--- src/rtl/dec_pkg.sv ---
// Shared definitions for the one-hot hold decoder family.
//   - FSM state encodings (IDLE, DRIVE, GAP)
//   - hold_w(): width of a down-counter that must reach HOLD-1
//   - onehot_w(): one-hot bus width for a given binary index width
package dec_pkg;

  localparam int unsigned ST_W = 2;

  localparam logic [ST_W-1:0] ST_IDLE  = 2'd0;
  localparam logic [ST_W-1:0] ST_DRIVE = 2'd1;
  localparam logic [ST_W-1:0] ST_GAP   = 2'd2;

  // Counter width able to hold HOLD-1; HOLD=1 still gets one bit.
  function automatic int unsigned hold_w(input int unsigned hold);
    return $clog2(hold + 1);
  endfunction

  function automatic int unsigned onehot_w(input int unsigned w_in);
    return 1 << w_in;
  endfunction

endpackage

--- src/rtl/hold_counter.sv ---
// Load/decrement down-counter with a zero flag, for pulse-stretch blocks.
// Ports:
//   clk, rst_n : clock, async active-low reset (count cleared to 0)
//   load       : load load_val (has priority over dec)
//   load_val   : value to load
//   dec        : decrement by one; saturates at zero
//   zero       : count is zero (decoded from the count register)
module hold_counter #(
  parameter int unsigned W = 3
) (
  input  logic         clk,
  input  logic         rst_n,
  input  logic         load,
  input  logic [W-1:0] load_val,
  input  logic         dec,
  output logic         zero
);

  logic [W-1:0] count;

  // Count register: load wins over decrement, decrement stops at zero.
  always_ff @(posedge clk or negedge rst_n) begin
    if (!rst_n) begin
      count <= '0;
    end else if (load) begin
      count <= load_val;
    end else if (dec && (count != '0)) begin
      count <= count - W'(1);
    end
  end

  assign zero = (count == '0);

endmodule

--- src/rtl/onehot_hold_decoder.sv ---
// Sequential 3-to-8 one-hot decoder with programmable hold time.
// Accepts a binary index over valid/ready and drives the matching one-hot
// line for HOLD cycles, then releases it or chains straight to the next index.
// Optional macro DEC_GAP_EN inserts one all-zero GAP cycle after every
// DRIVE period (no back-to-back chaining in that build).
// Ports:
//   clk, rst_n : clock, async active-low reset
//   in_valid   : in_code is valid
//   in_ready   : index can be accepted this cycle (from state/counter only)
//   in_code    : binary index
//   y          : registered one-hot output (zero or exactly one-hot)
//   y_valid    : y carries a decoded value
//   busy       : FSM is not in IDLE
module onehot_hold_decoder
  import dec_pkg::*;
#(
  parameter int unsigned WIDTH_IN = 3,
  parameter int unsigned HOLD     = 4
) (
  input  logic                      clk,
  input  logic                      rst_n,
  input  logic                      in_valid,
  output logic                      in_ready,
  input  logic [WIDTH_IN-1:0]       in_code,
  output logic [(2**WIDTH_IN)-1:0]  y,
  output logic                      y_valid,
  output logic                      busy
);

  localparam int unsigned OUT_W = onehot_w(WIDTH_IN);
  localparam int unsigned CNT_W = hold_w(HOLD);
  localparam logic [CNT_W-1:0] HOLD_LD = CNT_W'(HOLD - 1);

  logic [ST_W-1:0]  state;
  logic [ST_W-1:0]  state_nxt;
  logic [OUT_W-1:0] y_nxt;
  logic [OUT_W-1:0] code_oh;
  logic             cnt_load;
  logic             cnt_dec;
  logic             cnt_zero;

  assign code_oh = OUT_W'(1) << in_code;

  hold_counter #(
    .W (CNT_W)
  ) u_hold_counter (
    .clk      (clk),
    .rst_n    (rst_n),
    .load     (cnt_load),
    .load_val (HOLD_LD),
    .dec      (cnt_dec),
    .zero     (cnt_zero)
  );

  // Next-state, next-output and handshake logic.
  always_comb begin
    state_nxt = state;
    y_nxt     = y;
    cnt_load  = 1'b0;
    cnt_dec   = 1'b0;
    in_ready  = 1'b0;
    case (state)
      ST_IDLE: begin
        in_ready = 1'b1;
        y_nxt    = '0;
        if (in_valid) begin
          state_nxt = ST_DRIVE;
          y_nxt     = code_oh;
          cnt_load  = 1'b1;
        end
      end
      ST_DRIVE: begin
        if (!cnt_zero) begin
          cnt_dec = 1'b1;
        end else begin
`ifdef DEC_GAP_EN
          y_nxt     = '0;
          state_nxt = ST_GAP;
`else
          // Last DRIVE cycle: chain directly into the next index if offered.
          in_ready = 1'b1;
          if (in_valid) begin
            y_nxt    = code_oh;
            cnt_load = 1'b1;
          end else begin
            y_nxt     = '0;
            state_nxt = ST_IDLE;
          end
`endif
        end
      end
      ST_GAP: begin
        y_nxt     = '0;
        state_nxt = ST_IDLE;
`ifdef DEC_GAP_EN
        in_ready = 1'b1;
        if (in_valid) begin
          state_nxt = ST_DRIVE;
          y_nxt     = code_oh;
          cnt_load  = 1'b1;
        end
`endif
      end
      default: begin
        y_nxt     = '0;
        state_nxt = ST_IDLE;
      end
    endcase
  end

  // State and output registers.
  always_ff @(posedge clk or negedge rst_n) begin
    if (!rst_n) begin
      state   <= ST_IDLE;
      y       <= '0;
      y_valid <= 1'b0;
    end else begin
      state   <= state_nxt;
      y       <= y_nxt;
      y_valid <= (state_nxt == ST_DRIVE);
    end
  end

  assign busy = (state != ST_IDLE);

endmodule

--- config.mk ---
export PLATFORM = sky130hd
export DESIGN_NAME = onehot_hold_decoder
export DESIGN_NICKNAME = d
export VERILOG_FILES = /design/src/rtl/dec_pkg.sv /design/src/rtl/hold_counter.sv /design/src/rtl/onehot_hold_decoder.sv
export SDC_FILE = /design/constraint.sdc
export NUM_CORES = 1
export LEC_CHECK = 0
export ABC_AREA = 1
export BUFFER_PORTS_ARGS = -buffer_cell sky130_fd_sc_hd__buf_2
export CORE_AREA = 2 2 39 41
export CTS_CLUSTER_SIZE = 12
export DETAILED_ROUTE_END_ITERATION = 12
export DIE_AREA = 0 0 41 43
export GPL_TIMING_DRIVEN = 1
export PLACE_DENSITY_LB_ADDON = 0.2
export SLEW_MARGIN = 20
export SYNTH_ARGS = -nofsm -noshare
export SYNTH_HDL_FRONTEND = slang
export SYNTH_SLANG_ARGS = --single-unit
export TNS_END_PERCENT = 50
--- constraint.sdc ---
create_clock -name clk -period 2.5 [get_ports clk]
set_input_delay 0.375 -clock clk [delete_from_list [all_inputs] [get_ports clk]]
set_output_delay 0.375 -clock clk [all_outputs]
set_load 0.01 [all_outputs]
==> flow_summary.json <==
{
  "io_pins": 17,
  "grtUsageTotal_pct": 15.72,
  "cts_root_buf": "clkbuf_4",
  "hp-start": "in_code[2]",
  "row_count": 14,
  "viasPerCell": 4.782,
  "reg2reg_depth": 9,
  "p_leak_nw": 0.4708,
  "syn_to_final_growth_pct": 20.11,
  "total_power_uw": 553.3,
  "fillCellCount": 121,
  "grt_pass1_vias": 452,
  "min_to": "y[2]",
  "clkTransAtPathRegs_ns": 0.08,
  "synth_area_per_cell_um2": 8.826,
  "r2r_start": "u_hold_counter.count[0]",
  "post-cts-setup-buffer-count": 0,
  "synthesis.nets": 82,
  "synthTopCellsByArea": "dfrtp_1 (54%), nand2_1 (14%), nand3_1 (7.7%)",
  "drive_gt1_share_pct": 29.79,
  "routed_wl_mm": 1.101,
  "finalMaxSlewViolations": 0,
  "synthCells": 74,
  "multi_input_area_um2": 250.2,
  "holdCritPathClass": "primary input to register",
  "drc": 0,
  "post-route-period-util_pct": 70.89,
  "dp_slack_ns": 1.011,
  "cts_tree": "done",
  "final_util_pct": 56.69,
  "min_period_ns": 1.772,
  "final_cell_mix": "nand2_1 (24), buf_2 (16), dfrtp_1 (14)",
  "rsz0062_at_grt": "no",
  "numPortBuffers": 16,
  "htree_levels": 1,
  "fin_skew_ns": 0.0009492,
  "die_y_um": 43,
  "tns_ns": 0,
  "ir_drop_mv": 0.3329,
  "startpoint_type": "register",
  "path_class": "register to output pin",
  "dp_hpwl_um": 861.8,
  "cts_buffer_depth": 2,
  "overflow": 0,
  "worstPathMaxFanout": 3,
  "finalWorstSetupSlack_ns": 0.7278,
  "drtAntennaViolNets": 0,
  "max_cap_viol_count": 0,
  "wl_per_cell_um": 10.01,
  "status": "finished, final reports clean",
  "num_vias": 526,
  "cts_sinks": 14,
  "fmax_mhz": 564.3,
  "final_common_cell": "nand2_1",
  "yosys.area.top_type": "dfrtp_1",
  "core_um2": 1384,
  "synth_warnings": 0,
  "die_area_um2": 1763,
  "finalHoldViolations": 0,
  "setup_viol": 0,
  "gr-usage-met1_pct": 20.49,
  "ys_seq_area_share_pct": 53.64,
  "grt_util_met2_pct": 22.50,
  "drt_iter0_drc": 6,
  "grt_pass1_wl_mm": 1.814,
  "hold-path-cell-count": 4,
  "crit_path_end_kind": "output pin",
  "synth_top_area_share_pct": 53.64,
  "r2r_setup_slack_ns": 1.03,
  "numCtsBuffers": 3,
  "drt_first_pass_iters": 3,
  "grt_busiest_layer": "met2",
  "worstPathArrival_ns": 1.40,
  "worstSkewPairLatency_ns": 0.28,
  "reg2reg_to": "u_hold_counter.count[1]",
  "power.density_nw_per_um2": 705.3,
  "start_util_pct": 47.20,
  "antenna_cells": 0,
  "synth_cell_type_count": 16,
  "hold-worst-slack_ns": 0.3913,
  "syn-cell-area_um2": 653.1,
  "gp_congestion": 0.6790,
  "nets": 103,
  "use_met3_pct": 3.665,
  "required_ns": 2.12,
  "die_x_um": 41,
  "grt_max_degree": 15,
  "ys_ff_latch": 14,
  "antenna_found_initial": 0,
  "register_area_um2": 350.3
}
-- area by class of cell --
type	instances	share of cell area (%)
Clock buffer	4	4.625
Inverter	10	4.785
Multi-Input combinational cell	49	31.90
Sequential cell	14	44.66
Tap cell	16	2.552
Timing Repair Buffer	17	11.48
-- cell usage after synthesis --
cell type / count
o21ai_0: 1
or2_2: 1
nor2_2: 2
dfrtp_1: 14
a21oi_1: 1
nand3_1: 10
ha_1: 2
nor2_4: 1
nand2_2: 2
inv_1: 9
buf_8: 1
conb_1: 1
nand2_1: 24
inv_2: 1
nand3_4: 1
nor2_1: 3
-- worst max-delay path, cell delays in order, from the launching register on --
cell	delay (ns)
dfrtp_1	0.35
inv_1	0.06
ha_1	0.20
ha_1	0.18
inv_1	0.12
a21oi_1	0.08
buf_2	0.14
-- power breakdown --
part / internal, mW / leakage (nW) / total [mW] / switching (mW)
Clock: 0.0886 / 0.0210 / 0.160 / 0.0715
Combinational: 0.0462 / 0.268 / 0.123 / 0.0773
Sequential: 0.254 / 0.182 / 0.270 / 0.0156
Total: 0.389 / 0.471 / 0.553 / 0.164
-- flip-flops by register name, summed over array words and instances, names as in the netlist --
name	count
u_hold_counter.count	3
y	8
state	2
y_valid	1
-- metal layers --
metal / vias up / part of all wire [%]
met4: 0 / 2.3
met5: - / 0
met2: 12 / 51
li1: 266 / -
met1: 244 / 42
met3: 4 / 4.4
-- worst max path at each step --
stage	to	cells past startpoint	from	slack [ns]
floorplan	in_ready	5	u_hold_counter.count[0]	1.15
global placement	in_ready	6	u_hold_counter.count[0]	1.07
detailed placement	u_hold_counter.count[1]	9	u_hold_counter.count[0]	1.01
CTS	in_ready	6	u_hold_counter.count[0]	0.70
global route	in_ready	6	u_hold_counter.count[0]	0.61
finish	in_ready	6	u_hold_counter.count[0]	0.73
-- through the flow --
step / area (um2) / instances
after floorplan: 653.1 / 74
after global placement: 738.2 / 105
after detailed placement: 738.2 / 105
after CTS: 784.5 / 110
after global routing: 784.5 / 110
final: 784.5 / 110
-- timing repair --
action,in CTS,in global routing
hold endpoints to repair,14,0
gates resized for setup,0,0
hold buffers,1,0
-- logic make-up (layout without fill, tap and decap cells) --
family	after synthesis	in the layout	synth area share, %
AOI/OAI and AO/OA	2	2	1.531
DFF	14	14	53.64
and+or+nand+nor	44	44	32.38
other	1	1	0.5742
buffers and inverters	11	31	8.044
adders and majority gates	2	2	3.831
Power figures use the tool's default switching activity.
